**src/rtl/instr_fetch_unit.sv**
```systemverilog
// Instruction fetch unit: issues word reads to code memory one cycle ahead of a
// 2-entry {pc, instr} buffer, with .text bounds checking and branch redirect.
module instr_fetch_unit #(
   parameter logic [63:0] BEGINNING_TEXT = 64'h0000_0000_0040_0000,
   parameter logic [63:0] END_TEXT       = 64'h0000_0000_0040_0FFF,
   parameter logic [63:0] RESET_PC       = BEGINNING_TEXT
) (
   input  logic        iCLK,
   input  logic        iRST,
   output logic [63:0] oMemAddress,
   output logic        oMemReadEnable,
   input  logic [31:0] iMemReadData,
   input  logic        iBranchTaken,
   input  logic [63:0] iBranchTarget,
   output logic        oInstrValid,
   input  logic        iInstrReady,
   output logic [31:0] oInstr,
   output logic [63:0] oPC,
   output logic        oFault,
   output logic [63:0] oFaultAddr
);

   localparam logic [0:0]  ST_RUN     = 1'b0;
   localparam logic [0:0]  ST_FAULT   = 1'b1;
   localparam logic [63:0] LAST_FETCH = END_TEXT - 64'd3;

   logic [0:0]  state_q, state_d;
   logic [63:0] pc_q, pc_d;
   logic [63:0] req_pc_q, req_pc_d;
   logic        inflight_q, inflight_d;
   logic        squash_q, squash_d;
   logic [1:0]  count_q, count_d;
   logic        rd_ptr_q, rd_ptr_d;
   logic        wr_ptr_q, wr_ptr_d;
   logic        fault_q, fault_d;
   logic [63:0] fault_addr_q, fault_addr_d;

   logic [63:0] fifo_pc_q    [2];
   logic [31:0] fifo_instr_q [2];
   logic        fifo_wr_en   [2];

   logic        fifo_valid;
   logic        pop;
   logic        push;
   logic        redirect;
   logic        pc_bad;
   logic        run_ok;
   logic        fault_hit;
   logic        issue;
   logic [1:0]  occupancy;

   // Buffer head is only visible when non-empty and not in reset.
   assign fifo_valid  = (count_q != 2'd0) && !iRST;
   assign oInstrValid = fifo_valid;
   assign oInstr      = fifo_valid ? fifo_instr_q[rd_ptr_q] : 32'd0;
   assign oPC         = fifo_valid ? fifo_pc_q[rd_ptr_q] : 64'd0;
   assign pop         = fifo_valid && iInstrReady;

   assign redirect  = iBranchTaken && !iRST;
   assign pc_bad    = (pc_q[1:0] != 2'b00) || (pc_q < BEGINNING_TEXT) || (pc_q > LAST_FETCH);
   assign run_ok    = (state_q == ST_RUN) && !redirect && !iRST;
   assign fault_hit = run_ok && pc_bad;

   // Slots that will be occupied once this cycle's response lands and head leaves.
   assign occupancy = count_q + {1'b0, inflight_q} - {1'b0, pop};
   assign issue     = run_ok && !pc_bad && (occupancy < 2'd2);

   assign oMemReadEnable = issue;
   assign oMemAddress    = {pc_q[63:2], 2'b00};
   assign oFault         = fault_q;
   assign oFaultAddr     = fault_addr_q;

   // A response is dropped if it belongs to a request made before a redirect.
   assign push = inflight_q && !squash_q && !redirect;

   always_comb begin
      state_d      = state_q;
      pc_d         = pc_q;
      req_pc_d     = req_pc_q;
      inflight_d   = 1'b0;
      squash_d     = 1'b0;
      count_d      = count_q;
      rd_ptr_d     = rd_ptr_q;
      wr_ptr_d     = wr_ptr_q;
      fault_d      = fault_q;
      fault_addr_d = fault_addr_q;

      if (redirect) begin
         state_d  = ST_RUN;
         pc_d     = iBranchTarget;
         count_d  = 2'd0;
         rd_ptr_d = 1'b0;
         wr_ptr_d = 1'b0;
         fault_d  = 1'b0;
         squash_d = inflight_q;
      end else begin
         if (push) begin
            wr_ptr_d = ~wr_ptr_q;
         end
         if (pop) begin
            rd_ptr_d = ~rd_ptr_q;
         end
         count_d = count_q + {1'b0, push} - {1'b0, pop};

         if (fault_hit) begin
            state_d      = ST_FAULT;
            fault_d      = 1'b1;
            fault_addr_d = pc_q;
         end

         if (issue) begin
            pc_d       = pc_q + 64'd4;
            req_pc_d   = pc_q;
            inflight_d = 1'b1;
         end
      end
   end

   always_ff @(posedge iCLK) begin
      if (iRST) begin
         state_q      <= ST_RUN;
         pc_q         <= RESET_PC;
         req_pc_q     <= 64'd0;
         inflight_q   <= 1'b0;
         squash_q     <= 1'b0;
         count_q      <= 2'd0;
         rd_ptr_q     <= 1'b0;
         wr_ptr_q     <= 1'b0;
         fault_q      <= 1'b0;
         fault_addr_q <= 64'd0;
      end else begin
         state_q      <= state_d;
         pc_q         <= pc_d;
         req_pc_q     <= req_pc_d;
         inflight_q   <= inflight_d;
         squash_q     <= squash_d;
         count_q      <= count_d;
         rd_ptr_q     <= rd_ptr_d;
         wr_ptr_q     <= wr_ptr_d;
         fault_q      <= fault_d;
         fault_addr_q <= fault_addr_d;
      end
   end

   // Payload storage needs no reset: count_q alone decides what is visible.
   generate
      for (genvar gi = 0; gi < 2; gi++) begin : g_entry
         assign fifo_wr_en[gi] = push && (wr_ptr_q == gi[0]) && !iRST;

         always_ff @(posedge iCLK) begin
            if (fifo_wr_en[gi]) begin
               fifo_pc_q[gi]    <= req_pc_q;
               fifo_instr_q[gi] <= iMemReadData;
            end
         end
      end
   endgenerate

endmodule

```
**config.mk**
```make
export PLATFORM = sky130hd
export DESIGN_NAME = instr_fetch_unit
export DESIGN_NICKNAME = d
export VERILOG_FILES = /design/src/rtl/instr_fetch_unit.sv
export SDC_FILE = /design/constraint.sdc
export NUM_CORES = 1
export LEC_CHECK = 0
export BUFFER_PORTS_ARGS = -buffer_cell sky130_fd_sc_hd__buf_2
export CAP_MARGIN = 30
export CORE_MARGIN = 10
export CORE_UTILIZATION = 28
export CTS_CLUSTER_SIZE = 10
export DETAILED_ROUTE_END_ITERATION = 10
export GPL_ROUTABILITY_DRIVEN = 0
export GPL_TIMING_DRIVEN = 0
export PLACE_DENSITY = 0.58
export SYNTH_ARGS = -nofsm -noshare
export SYNTH_HDL_FRONTEND = slang
export SYNTH_SLANG_ARGS = --single-unit
```
**constraint.sdc**
```tcl
create_clock -name iCLK -period 7.1 [get_ports iCLK]
set_clock_uncertainty 0.1 [all_clocks]
set_input_delay 1.065 -clock iCLK [delete_from_list [all_inputs] [get_ports iCLK]]
set_output_delay 1.065 -clock iCLK [all_outputs]
set_load 0.03 [all_outputs]
```
==> out/metrics.cfg <==
[global_routing]
grt_pass1_wl_mm=68.4
grt_start_max_net_pins=54
grtUsageTotal_pct=14.0
gr-total-overflow=0
grt_pass1_vias=11000
antenna_found_initial=9

[logic_synthesis]
synth_area_leaders=edfxtp_1 39%, dfxtp_1 27%, mux2i_1 8.8%, nor2_1 3.7%, buf_4 3.2%
yosysWarnings=0
ys_async_sr_fraction_pct=0
synth_cell_types=44
ys_seq_area_share_pct=65.5
yosys.area.top_type=edfxtp_1
synth_cells=1268
synth_edf_count=192
synthFlopType=dfxtp_1
synth.top_cell.area_share_pct=38.7
ys_seq_elements=392
synth_area_mm2=0.0149
avgSynthCellArea_um2=11.8

[timing]
whs_ps=338
hold_violations=0
rsz0062_at_grt=false
fin_crit_sh_pct=73.7
setup-violations-final=0
slew_headroom_pct=40.8
fmax_mhz=191
slew_viol_final=0
tightest_slew_ps=888
layout_min_cycle_time_ps=5230

[cells_and_area]
final_cell_area_mm2=0.0190
syn2layout_area_growth_pct=27.4
drive_above_1_share_pct=27.6
final_nets=1751

[placed_design]
dpl_cell_area_mm2=0.0175
port-buffer-count=323
dp_hpwl_mm=33.7

[floorplanning]
die_y_um=251
rows=84
initial_core_util_pct=28.3
die_w_um=251
io_pins=327
dieArea_mm2=0.0629
core_mm2=0.0527

[clocking]
cts_tree=yes
cts_root_buf=clkbuf_16
cts-resized-gates=0
cts_buffers=48
insertion_delay_ps=560
htree_levels=2
clkTransAtPathRegs_ps=50
cts_setup_buffers=0
cts.path.max_buffers=3
clock_sinks=392
ctsHoldBuffers=0

[outcome]
outcome=finished clean

[detailed_routing]
viasPerCell=4.55
dr_total_vias=10800
drtAntennaViolNets=0
totalWireLength_mm=45.5
route.detailed.drc=0
first_pass_iters=5
drt-initial-drc-count=633
detail_route.wl_per_cell_um=19.2

[worst_setup_path]
endpoint_kind=primary output
path_class=primary input to primary output
path_max_fanout=10
arrival_ps=4070
start_kind=primary input
cp.required_ps=5930

[power]
finalPower_w=0.00501
powerDensity_mw_per_mm2=264
p_leak_nw=7.63
worst_ir_drop_vdd_mv=0.138

[worst_hold_path]
hold_class=register to register

[job]
max_cap_viol_count=0

-- worst paths after layout --
kind,start,to,slack (ps),cells past startpoint
hold / removal,req_pc_q[47],fifo_pc_q[1][47],340,0
setup reg to reg,count_q[1],req_pc_q[63],3180,14
setup / recovery,iRST,oMemReadEnable,1870,11
hold reg to reg,req_pc_q[47],fifo_pc_q[1][47],340,0
-- critical path: stages --
cell	delay [ps]
clkbuf_1	370
or2_2	200
clkbuf_1	510
inv_1	110
and2_1	260
ha_1	220
xor2_1	150
xnor2_1	400
nand2_1	300
nor2_1	210
buf_2	250
-- kinds of logic (layout without fill, tap and decap cells) --
logic type / count (synthesis) / in the layout / synth area share (%)
multiplexers: 131 / 131 / 8.79
adder cells (fa/ha/maj): 4 / 4 / 0.336
flip-flops: 392 / 392 / 65.5
XOR/XNOR: 6 / 6 / 0.352
AO/OA/AOI/OAI: 194 / 194 / 6.98
other: 1 / 6 / 0.0252
AND/OR/NAND/NOR: 374 / 374 / 12.2
buffers and inverters: 166 / 577 / 5.83
-- metrics by stage --
stage	utilization (%)	std cells	worst slack, ps	TNS [ps]
3_3_place_gp	33.0	2280	-2550	-243900
6_report	36.1	2372	1870	0
2_1_floorplan	-	1269	776	0
3_5_place_dp	33.2	2285	1840	0
5_1_grt	36.0	2369	1640	0
4_1_cts	36.0	2368	1810	0
-- layer usage --
metal	global-route usage (%)	wire length [um]	share of wire, %	vias up
met4	4.39	1270	2.8	8
met2	22.7	21000	46	396
met1	16.2	18500	41	5130
met5	0	44	0.097	-
li1	-	-	-	5190
met3	6.25	4720	10	72
-- Yosys cell counts, types with 11 or more instances --
cell type,number
o21ai_0,76
buf_4,64
buf_1,14
edfxtp_1,192
a21oi_1,95
nand2_1,37
clkbuf_1,72
nand3_1,81
inv_1,11
mux2i_1,131
nor2_1,145
dfxtp_1,200
and2_1,59
-- cell usage in the layout (no fill, tap or decap), drive strengths merged, types with 4 or more instances in the layout --
cell type / instances
a21oi: 95
a311oi: 6
and2: 59
and3: 5
buf: 411
clkbuf: 147
dfxtp: 200
diode: 4
edfxtp: 192
ha: 4
inv: 13
mux2i: 131
nand2: 37
nand3: 81
nand4: 6
nor2: 145
nor2b: 5
nor3: 9
nor4: 13
o21ai: 76
o31ai: 4
xnor2: 4
-- sequential cells by signal (all words and copies together), names as in the netlist, named ones only --
signal	flops
fifo_pc_q	128
fifo_instr_q	64
oFaultAddr	64
pc_q	64
req_pc_q	64
count_q	2
inflight_q	1
oFault	1
rd_ptr_q	1
squash_q	1
wr_ptr_q	1
-- where the power goes --
group	total (W)	switching (W)	internal (W)
Sequential	0.00243	0.0000440	0.00239
Combinational	0.000271	0.000172	0.0000991
Clock	0.00230	0.000904	0.00140
Total	0.00501	0.00112	0.00388
-- area by class of cell --
class | instances | area [um2]
clock inverter | 8 | 131
sequential | 392 | 9770
tap | 688 | 861
multi-input combinational | 711 | 4290
clock buffer | 75 | 1340
inverter | 11 | 41.3
antenna | 4 | 10.0
buffer | 155 | 828
fill | 5251 | 33700
timing repair buffer | 328 | 1720
(Power assumes the default switching activity.)
